<file path="src/rtl/gmii_rx_frame_parser_if.sv">
// GMII receive side plus parsed byte-stream outputs for gmii_rx_frame_parser.
// slave: the parser (consumes GMII, drives the stream).
// master: whoever feeds GMII and watches the stream.
`timescale 1ns/1ps
interface gmii_rx_frame_parser_if;
    logic [7:0]  gmii_rxd;
    logic        gmii_rxdv;
    logic        gmii_rxer;
    logic [7:0]  rx_data;
    logic        rx_valid;
    logic        rx_sop;
    logic        rx_eop;
    logic [3:0]  rx_status;
    logic [10:0] rx_len;
    logic [15:0] rx_drop_cnt;

    modport master (
        output gmii_rxd, gmii_rxdv, gmii_rxer,
        input  rx_data, rx_valid, rx_sop, rx_eop, rx_status, rx_len, rx_drop_cnt
    );

    modport slave (
        input  gmii_rxd, gmii_rxdv, gmii_rxer,
        output rx_data, rx_valid, rx_sop, rx_eop, rx_status, rx_len, rx_drop_cnt
    );
endinterface

</file>
<file path="src/rtl/gmii_rx_frame_parser.sv">
// GMII receive frame parser: strips preamble/SFD, forwards DA..FCS with
// sop/eop framing, length and status, and counts discarded frames.
// Optional CRC-32 check enabled by defining RX_CRC_CHECK_EN.
//
// state    | meaning
// IDLE     | between frames, waiting for dv
// PREAMBLE | receiving 0x55 bytes, waiting for SFD 0xD5
// DATA     | forwarding frame bytes through the hold register
// DROP     | discarding the rest of a bad or partial frame until dv low
`timescale 1ns/1ps
module gmii_rx_frame_parser #(
    parameter int MIN_FRAME_LEN = 64,
    parameter int MAX_FRAME_LEN = 1518
) (
    input logic                  gmii_rx_clk,
    input logic                  reset,
    gmii_rx_frame_parser_if.slave bus
);
    typedef enum logic [1:0] {IDLE, PREAMBLE, DATA, DROP} state_t;

    localparam logic [11:0] MIN_L = 12'(MIN_FRAME_LEN);
    localparam logic [11:0] MAX_L = 12'(MAX_FRAME_LEN);

    state_t      state;
    logic [7:0]  s1_d;
    logic        s1_dv;
    logic        s1_er;
    // low for the first cycle after reset, so stale reset values in s1
    // are not mistaken for a dv-low gap
    logic        s1_loaded;

    logic [7:0]  hold_data;
    logic        hold_sop;
    logic        hold_valid;
    logic [10:0] len_cnt;
    logic        err_flag;

    logic [7:0]  out_data;
    logic        out_valid;
    logic        out_sop;
    logic        out_eop;
    logic [3:0]  out_status;
    logic [10:0] out_len;
    logic [15:0] drop_cnt;

    logic        s1_ctrl_err;
    logic        runt;
    logic        oversize;
    logic        crc_err;
    logic        sfd_seen;

    assign s1_ctrl_err = s1_er ^ s1_dv;
    assign runt        = ({1'b0, len_cnt} < MIN_L);
    assign oversize    = ({1'b0, len_cnt} > MAX_L);
    assign sfd_seen    = (state == PREAMBLE) && s1_dv && (s1_d == 8'hD5);

    assign bus.rx_data     = out_data;
    assign bus.rx_valid    = out_valid;
    assign bus.rx_sop      = out_sop;
    assign bus.rx_eop      = out_eop;
    assign bus.rx_status   = out_status;
    assign bus.rx_len      = out_len;
    assign bus.rx_drop_cnt = drop_cnt;

    function automatic logic [15:0] sat_inc16(input logic [15:0] v);
        return (v == 16'hFFFF) ? v : v + 16'd1;
    endfunction

`ifdef RX_CRC_CHECK_EN
    logic [31:0] crc;

    function automatic logic [31:0] crc32_byte(input logic [31:0] c, input logic [7:0] b);
        logic [31:0] r;
        r = c ^ {24'd0, b};
        for (int k = 0; k < 8; k++) begin
            r = r[0] ? ((r >> 1) ^ 32'hEDB88320) : (r >> 1);
        end
        return r;
    endfunction

    // CRC over every DATA byte including FCS; good frames leave the magic residue
    always_ff @(posedge gmii_rx_clk or posedge reset) begin
        if (reset) begin
            crc <= 32'hFFFF_FFFF;
        end else if (sfd_seen) begin
            crc <= 32'hFFFF_FFFF;
        end else if (state == DATA && s1_dv) begin
            crc <= crc32_byte(crc, s1_d);
        end
    end

    assign crc_err = (crc != 32'hDEBB_20E3);
`else
    assign crc_err = 1'b0;
`endif

    // input register stage, no decode before this point
    always_ff @(posedge gmii_rx_clk or posedge reset) begin
        if (reset) begin
            s1_d      <= 8'd0;
            s1_dv     <= 1'b0;
            s1_er     <= 1'b0;
            s1_loaded <= 1'b0;
        end else begin
            s1_d      <= bus.gmii_rxd;
            s1_dv     <= bus.gmii_rxdv;
            s1_er     <= bus.gmii_rxer;
            s1_loaded <= 1'b1;
        end
    end

    // frame FSM with hold register, counters and registered stream outputs
    always_ff @(posedge gmii_rx_clk or posedge reset) begin
        if (reset) begin
            state      <= DROP;
            hold_data  <= 8'd0;
            hold_sop   <= 1'b0;
            hold_valid <= 1'b0;
            len_cnt    <= 11'd0;
            err_flag   <= 1'b0;
            out_data   <= 8'd0;
            out_valid  <= 1'b0;
            out_sop    <= 1'b0;
            out_eop    <= 1'b0;
            out_status <= 4'd0;
            out_len    <= 11'd0;
            drop_cnt   <= 16'd0;
        end else begin
            out_data   <= 8'd0;
            out_valid  <= 1'b0;
            out_sop    <= 1'b0;
            out_eop    <= 1'b0;
            out_status <= 4'd0;
            out_len    <= 11'd0;
            case (state)
                IDLE: begin
                    if (s1_dv) begin
                        if (s1_d == 8'h55) begin
                            state <= PREAMBLE;
                        end else begin
                            state    <= DROP;
                            drop_cnt <= sat_inc16(drop_cnt);
                        end
                    end
                end
                PREAMBLE: begin
                    if (!s1_dv) begin
                        state <= IDLE;
                    end else if (s1_d == 8'hD5) begin
                        state      <= DATA;
                        len_cnt    <= 11'd0;
                        err_flag   <= 1'b0;
                        hold_valid <= 1'b0;
                    end else if (s1_d != 8'h55) begin
                        state    <= DROP;
                        drop_cnt <= sat_inc16(drop_cnt);
                    end
                end
                DATA: begin
                    if (s1_dv) begin
                        // the previously held byte is not the last one
                        if (hold_valid) begin
                            out_valid <= 1'b1;
                            out_data  <= hold_data;
                            out_sop   <= hold_sop;
                        end
                        hold_data  <= s1_d;
                        hold_sop   <= (len_cnt == 11'd0);
                        hold_valid <= 1'b1;
                        if (len_cnt != 11'h7FF) begin
                            len_cnt <= len_cnt + 11'd1;
                        end
                        err_flag <= err_flag | s1_ctrl_err;
                    end else begin
                        state      <= IDLE;
                        hold_valid <= 1'b0;
                        if (hold_valid) begin
                            out_valid  <= 1'b1;
                            out_data   <= hold_data;
                            out_sop    <= hold_sop;
                            out_eop    <= 1'b1;
                            out_len    <= len_cnt;
                            out_status <= {crc_err, oversize, runt, err_flag | s1_ctrl_err};
                        end else begin
                            drop_cnt <= sat_inc16(drop_cnt);
                        end
                    end
                end
                DROP: begin
                    if (!s1_dv && s1_loaded) begin
                        state <= IDLE;
                    end
                end
                default: state <= DROP;
            endcase
        end
    end
endmodule

</file>
<file path="src/flat_wrapper.sv">
// flat-port wrapper written by rule: the top's interface ports become plain ports
module gmii_rx_frame_parser_flat 
#(
    parameter int MIN_FRAME_LEN = 64,
    parameter int MAX_FRAME_LEN = 1518
)
  (gmii_rx_clk, reset, bus_gmii_rxd, bus_gmii_rxdv, bus_gmii_rxer, bus_rx_data, bus_rx_valid, bus_rx_sop, bus_rx_eop, bus_rx_status, bus_rx_len, bus_rx_drop_cnt);
  gmii_rx_frame_parser_if bus_i ();
  input logic gmii_rx_clk;
  input logic reset;
  input wire logic [$bits(bus_i.gmii_rxd)-1:0] bus_gmii_rxd;
  input wire logic [$bits(bus_i.gmii_rxdv)-1:0] bus_gmii_rxdv;
  input wire logic [$bits(bus_i.gmii_rxer)-1:0] bus_gmii_rxer;
  output wire logic [$bits(bus_i.rx_data)-1:0] bus_rx_data;
  output wire logic [$bits(bus_i.rx_valid)-1:0] bus_rx_valid;
  output wire logic [$bits(bus_i.rx_sop)-1:0] bus_rx_sop;
  output wire logic [$bits(bus_i.rx_eop)-1:0] bus_rx_eop;
  output wire logic [$bits(bus_i.rx_status)-1:0] bus_rx_status;
  output wire logic [$bits(bus_i.rx_len)-1:0] bus_rx_len;
  output wire logic [$bits(bus_i.rx_drop_cnt)-1:0] bus_rx_drop_cnt;
  assign bus_i.gmii_rxd = bus_gmii_rxd;
  assign bus_i.gmii_rxdv = bus_gmii_rxdv;
  assign bus_i.gmii_rxer = bus_gmii_rxer;
  assign bus_rx_data = bus_i.rx_data;
  assign bus_rx_valid = bus_i.rx_valid;
  assign bus_rx_sop = bus_i.rx_sop;
  assign bus_rx_eop = bus_i.rx_eop;
  assign bus_rx_status = bus_i.rx_status;
  assign bus_rx_len = bus_i.rx_len;
  assign bus_rx_drop_cnt = bus_i.rx_drop_cnt;
  gmii_rx_frame_parser #(.MIN_FRAME_LEN(MIN_FRAME_LEN), .MAX_FRAME_LEN(MAX_FRAME_LEN)) u_core (.gmii_rx_clk(gmii_rx_clk), .reset(reset), .bus(bus_i));
endmodule
</file>
<file path="config.mk">
export PLATFORM = sky130hd
export DESIGN_NAME = gmii_rx_frame_parser_flat
export DESIGN_NICKNAME = d
export VERILOG_FILES = /design/src/rtl/gmii_rx_frame_parser_if.sv /design/src/rtl/gmii_rx_frame_parser.sv /design/src/flat_wrapper.sv
export SDC_FILE = /design/constraint.sdc
export NUM_CORES = 1
export LEC_CHECK = 0
export ABC_AREA = 1
export BUFFER_PORTS_ARGS = -buffer_cell sky130_fd_sc_hd__buf_2
export CAP_MARGIN = 0
export CORE_ASPECT_RATIO = 0.6
export CORE_MARGIN = 2
export CORE_UTILIZATION = 45
export DETAILED_ROUTE_END_ITERATION = 10
export PLACE_DENSITY = 0.66
export RECOVER_POWER = 25
export SLEW_MARGIN = 10
export SYNTH_ARGS = -nofsm -noshare
export SYNTH_HDL_FRONTEND = slang
export SYNTH_SLANG_ARGS = --single-unit
export TNS_END_PERCENT = 50
</file>
<file path="constraint.sdc">
create_clock -name gmii_rx_clk -period 5.65 [get_ports gmii_rx_clk]
set_input_delay 0 -clock gmii_rx_clk [delete_from_list [all_inputs] [get_ports gmii_rx_clk]]
set_output_delay 0 -clock gmii_rx_clk [all_outputs]
set_load 0.02 [all_outputs]
</file>
==> results of run 1 <==
path summary, 6_finish.rpt:
kind	from	end	slack (ns)
setup reg to reg	u_core.bus.rx_drop_cnt[0]	u_core.bus.rx_drop_cnt[5]	3.67
hold reg to reg	u_core.err_flag	u_core.err_flag	0.47
min in group asynchronous	reset	u_core.err_flag	0.49
setup / recovery	u_core.bus.rx_drop_cnt[0]	u_core.bus.rx_drop_cnt[5]	3.67
hold / removal	bus_gmii_rxd[3]	u_core.s1_d[3]	0.30
max in group asynchronous	reset	u_core.len_cnt[6]	4.54
sequential cells by signal, summed over array words and instances (netlist names), 2 cells and up:
| name | flops |
|---|---|
| u_core.bus.rx_drop_cnt | 16 |
| u_core.bus.rx_len | 11 |
| u_core.len_cnt | 11 |
| u_core.bus.rx_data | 8 |
| u_core.hold_data | 8 |
| u_core.s1_d | 8 |
| u_core.bus.rx_status | 3 |
| u_core.state | 2 |
cell families (layout without fill, tap and decap cells):
family          Yosys count  in the layout  synth area share (%)
compound gates           21             21                 3.311
xor+xnor                 12             12                 2.990
fa+ha+maj                 3              3                 1.068
buf+inv                  59            131                 6.870
flops                    76             76                 54.18
other cells               2              2                0.2137
simple gates            264            264                 31.36
Yosys cell counts:
library cell    n
nor2_2          2
o2111ai_1       1
ha_1            3
xnor2_1         4
a21oi_1         1
nor3_1          1
dfstp_2         2
a21boi_1        1
buf_2           1
nor2_4          2
o31ai_1         1
dfrtp_1        74
conb_1          2
nand2_1       146
nand2_2         2
and3_1          1
nand3_2         1
inv_2           5
inv_1          45
buf_4           1
clkbuf_1        4
o21ai_0        16
nand4_1        11
clkinv_1        1
nand3_1        33
xor2_1          8
nor3b_1         2
o211ai_1        1
nor2_1         63
buf_6           2
critical path, delay by kind of cell, from the launching register on:
| family | cells | cell delay [ns] |
|---|---|---|
| buffers and inverters | 1 | 0.07 |
| DFF | 1 | 0.42 |
| and+or+nand+nor | 7 | 1.14 |
| adders and majority gates | 1 | 0.25 |
cell type report:
| cell class | instances | area, µm² |
|---|---|---|
| inverter | 51 | 191.4 |
| tap | 104 | 130.1 |
| sequential | 76 | 1904 |
| timing repair buffer | 64 | 330.3 |
| fill | 715 | 3122 |
| multi-input combinational | 302 | 1369 |
| clock inverter | 3 | 90.09 |
| clock buffer | 13 | 280.3 |
metal layers:
layer / share of wire (%) / GRT usage [%]
met1: 49 / 27.91
met2: 43 / 29.93
met4: 1.3 / 7.095
met5: 0 / 0
met3: 6.2 / 7.075
power breakdown:
group	total [mW]	leakage (nW)	switching, mW	internal [mW]
Clock	0.699	0.182	0.219	0.480
Sequential	0.710	1.00	0.0712	0.639
Combinational	0.467	0.958	0.339	0.128
Total	1.88	2.14	0.630	1.25
what timing repair did:
| item | CTS | global route |
|---|---|---|
| hold buffers | 11 | 0 |
| endpoints found under the hold margin | 35 | 0 |
| buffers inserted | 0 | 0 |
| endpoints found under the setup margin | 0 | 0 |
==> impl_metrics.toml, run 1 <==
[yosys]
syn_area_per_cell_um2 = 8.043
synth_area_leaders = "dfrtp_1 53%, nand2_1 16%, nor2_1 6.7%"
synth_cells = 437
ys_ff_latch = 76
syn-num-nets = 452
yosysTopAreaCellShare_pct = 52.69
ys_seq_area_share_pct = 54.18
ys_warn_count = 0
synth_top_cell_by_area = "dfrtp_1"
synth_area_um2 = 3515
yosysUniqueCellTypes = 30

[place]
dpl.hpwl_um = 5437
pre_cts_slack_ns = 3.703
dpl.cell_count = 586
gp_congestion = 0.8186
io_buffers = 52
dpl_cell_area_um2 = 3862

[setup_path]
crit_path_cell_trace = "ha_1, nand3_1, inv_2, nand2_1, nor2_1, nor2_1, nand3_2, nand2_1, nand2_1"
path_common_cell = "nand2_1"
worst-setup-path-type = "reg -> reg"
critPathLaunchType = "flop"
required_ns = 5.88
slowest_stage = "dfrtp_1"
setup.worst_path.end_class = "flop"
max_stage_delay_ns = 0.42
arrival_ns = 2.21
crit_fanout = 14
worstRegToRegCells = 9

[floorplanning]
die_w_um = 118.1
ioPinCount = 54
die_area_um2 = 8556
start_util_pct = 47.39
core_um2 = 7417
fp.dieH_um = 72.46
num_rows = 24

[timing]
fin_crit_sh_pct = 35.05
hold_slack_ns = 0.3011
final_hold_viol_count = 0
min_period_ns = 1.980
setup-tns-final_ns = 0
worst_pin_slew_ns = 0.9410
maxSlewViolCount = 0
final.setup_skew_ns = 0.006735
setup_violations = 0
rsz0062_at_grt = "no"
max_freq_mhz = 504.9
timing.final.ws_setup_ns = 3.670
slew_headroom_pct = 37.27

[finish]
final_common_cell = "nand2_1"
layout.cells.non_filler = 613
drive_above_1_share_pct = 9.037
utilization_pct = 57.91
layout_common_cells = "146 x nand2_1, 74 x dfrtp_1, 63 x nor2_1"
final_nets = 519
fin_area_um2 = 4295
diodes = 0
areaGrowthSynthToFinish_pct = 22.21

[power_and_ir_drop]
power.leakage_nw = 2.143
cellPowerDensity_nw_per_um2 = 436.9
p_total_mw = 1.877
ir_worst_vdd_v = 0.0002022

[route]
vias = 2945
routedWlPerCell_um = 12.99
avgViaCountPerCell = 4.804
ant_nets = 0
drt_pre_antenna_iters = 4
wl_um = 7964
drc = 0
drt_iter0_markers = 194

[grt]
grt_max_degree = 77
grt-ovfl-total = 0
grt_antenna_before_repair = 0
grt_pass1_vias = 2762
grtUsageTotal_pct = 20.25
grt_pass1_wl_um = 13230

[clock_network]
cts_buffer_depth = 2
cts_tree = "built"
clk_pin_slew_ns = 0.06
insertion_delay_ns = 0.34
post_cts_resized = 0
numCtsBuffers = 9
cts_sinks = 76
cts_htree_levels = 3
clock_tree.root_cell = "clkbuf_16"

[outcome]
outcome = "complete, no violations"

[worst_hold_path]
min_path_cells = 2
worstHoldPathType = "in -> reg"

[job]
drv_cap = 0
Note: power is estimated with default switching activity, not from simulation.
==> inputs of run 2 (changes only) <==
clock period = 2 ns   (was 5.65 ns; I/O delays follow)
==> impl_metrics.toml, run 2 (synthesis results as in run 1) <==
[finish]
diodes = 0
final_nets = 526
layout_common_cells = "146 x nand2_1, 74 x dfrtp_1, 62 x nor2_1"
largest_register_ffs = 16
areaGrowthSynthToFinish_pct = 23.46
final_common_cell = "nand2_1"
drive_above_1_share_pct = 17.09
n_fill_cell = 681

[floorplanning]
num_rows = 24
die_w_um = 118.1
start_util_pct = 47.39
fp.dieH_um = 72.46
die_area_um2 = 8556
core_um2 = 7417
ioPinCount = 54

[setup_path]
regToRegSetupSlack_ns = 0.21
critPathLaunchType = "flop"
cp-startpoint = "u_core.bus.rx_drop_cnt[0]"
path_depth = 9
r2r-start = "u_core.bus.rx_drop_cnt[0]"
regToRegEndpoint = "u_core.bus.rx_drop_cnt[0]"
slowest_stage = "dfrtp_1"
crit_fanout = 14
required_ns = 2.22
crit_path_end = "u_core.bus.rx_drop_cnt[0]"
cp_num_buf_inv = 1
setup.worst_path.end_class = "flop"
worst-setup-path-type = "reg -> reg"
path_common_cell = "nand2_1"
arrival_ns = 2.02
max_stage_delay_ns = 0.43
crit_path_cell_trace = "ha_1, nand3_1, inv_2, nand2_1, nor2_1, nor2_2, nand3_4, nand2_1, nand2_1"
cp_top_family = "simple AND/OR/NAND/NOR gates"
worstRegToRegCells = 9

[timing]
rsz0062_at_grt = "no"
maxSlewViolCount = 0
timing.final.ws_setup_ns = 0.2059
slew_headroom_pct = 32.91
final_hold_viol_count = 0
final.setup_skew_ns = 0.005541
min_period_ns = 1.794
worst_pin_slew_ns = 1.006
fin_crit_sh_pct = 89.70
max_freq_mhz = 557.4
setup-tns-final_ns = 0
setup_violations = 0

[route]
drt_pre_antenna_iters = 5
drt_iter0_markers = 225
routedWlPerCell_um = 12.53
vias = 2953
ant_nets = 0
wl_um = 7757
avgViaCountPerCell = 4.771
drc = 0

[grt]
grt-ovfl-total = 0
grt_max_degree = 77
grtUsageTotal_pct = 19.70
grt_pass1_wl_um = 13060
grt_pass1_vias = 2737
grt_antenna_before_repair = 0

[clock_network]
cts_tree = "built"
cts_sinks = 76
numCtsBuffers = 9
postCtsSetupBuffers = 0
clock_tree.root_cell = "clkbuf_16"
insertion_delay_ns = 0.34
cts_buffer_depth = 2
cts_htree_levels = 3
clk_pin_slew_ns = 0.05

[place]
gp_congestion = 0.8251
io_buffers = 52
pre_cts_slack_ns = 0.05981
dpl.hpwl_um = 5508

[job]
drv_cap = 0

[worst_hold_path]
worstHoldPathType = "in -> reg"

[power_and_ir_drop]
cellPowerDensity_nw_per_um2 = 1173
power.leakage_nw = 2.308
ir_worst_vdd_v = 0.0004935

[outcome]
outcome = "complete, no violations"
run 2: cell count changes in the layout (fill, tap and decap cells not counted), sizes merged:
cell / change
buf: +44
bufinv: -2
clkbuf: -36
run 2: through the flow:
step / hold WS, ns / instance area [µm²] / util [%] / std cells / total power, mW
floorplan: 0.03143 / 3515 / - / 437 / 3.019
global placement: 0.1093 / 3928 / 52.95 / 593 / 3.398
detailed placement: 0.1097 / 3928 / 52.95 / 593 / 3.437
CTS: 0.2954 / 4342 / 58.54 / 619 / 5.099
global route: 0.3008 / 4339 / 58.50 / 619 / 5.398
finish: 0.3018 / 4339 / 58.50 / 619 / 5.090
run 2: what timing repair did:
item,in CTS,in global routing
resized for setup,0,2
endpoints found under the hold margin,84,0
endpoints found under the setup margin,0,14
hold buffers,11,0
run 2: cell type report:
| type | count | area (µm²) | area share [%] |
|---|---|---|---|
| clock buffer | 14 | 274.0 | 6.315 |
| clock inverter | 1 | 30.03 | 0.6920 |
| inverter | 51 | 191.4 | 4.412 |
| multi-input combinational | 302 | 1379 | 31.78 |
| sequential | 76 | 1904 | 43.89 |
| tap | 104 | 130.1 | 2.999 |
| timing repair buffer | 71 | 430.4 | 9.919 |
run 2: how the worst min path moves through the flow:
stage,to,start,cells after the start
4_1_cts,u_core.s1_d[2],bus_gmii_rxd[2],2
3_5_place_dp,u_core.s1_d[1],bus_gmii_rxd[1],1
2_1_floorplan,u_core.s1_d[0],bus_gmii_rxd[0],0
3_3_place_gp,u_core.s1_d[5],bus_gmii_rxd[5],1
6_report,u_core.s1_d[1],bus_gmii_rxd[1],2
5_1_grt,u_core.s1_d[2],bus_gmii_rxd[2],2
run 2: where the power goes:
| part | leakage (nW) | total, mW | internal, mW | switching (mW) |
|---|---|---|---|---|
| combinational | 1.16 | 1.46 | 0.463 | 0.992 |
| sequential | 1.00 | 2.01 | 1.81 | 0.199 |
| clock | 0.149 | 1.63 | 1.06 | 0.569 |
run 2: metal layers:
metal  global-route usage (%)  up-vias  part of all wire, %
met5                        0        -                    0
met4                    5.355        0                 0.84
li1                         -     1505                    -
met1                    27.70     1355                   50
met2                    28.64       85                   42
met3                    7.547        8                  6.4
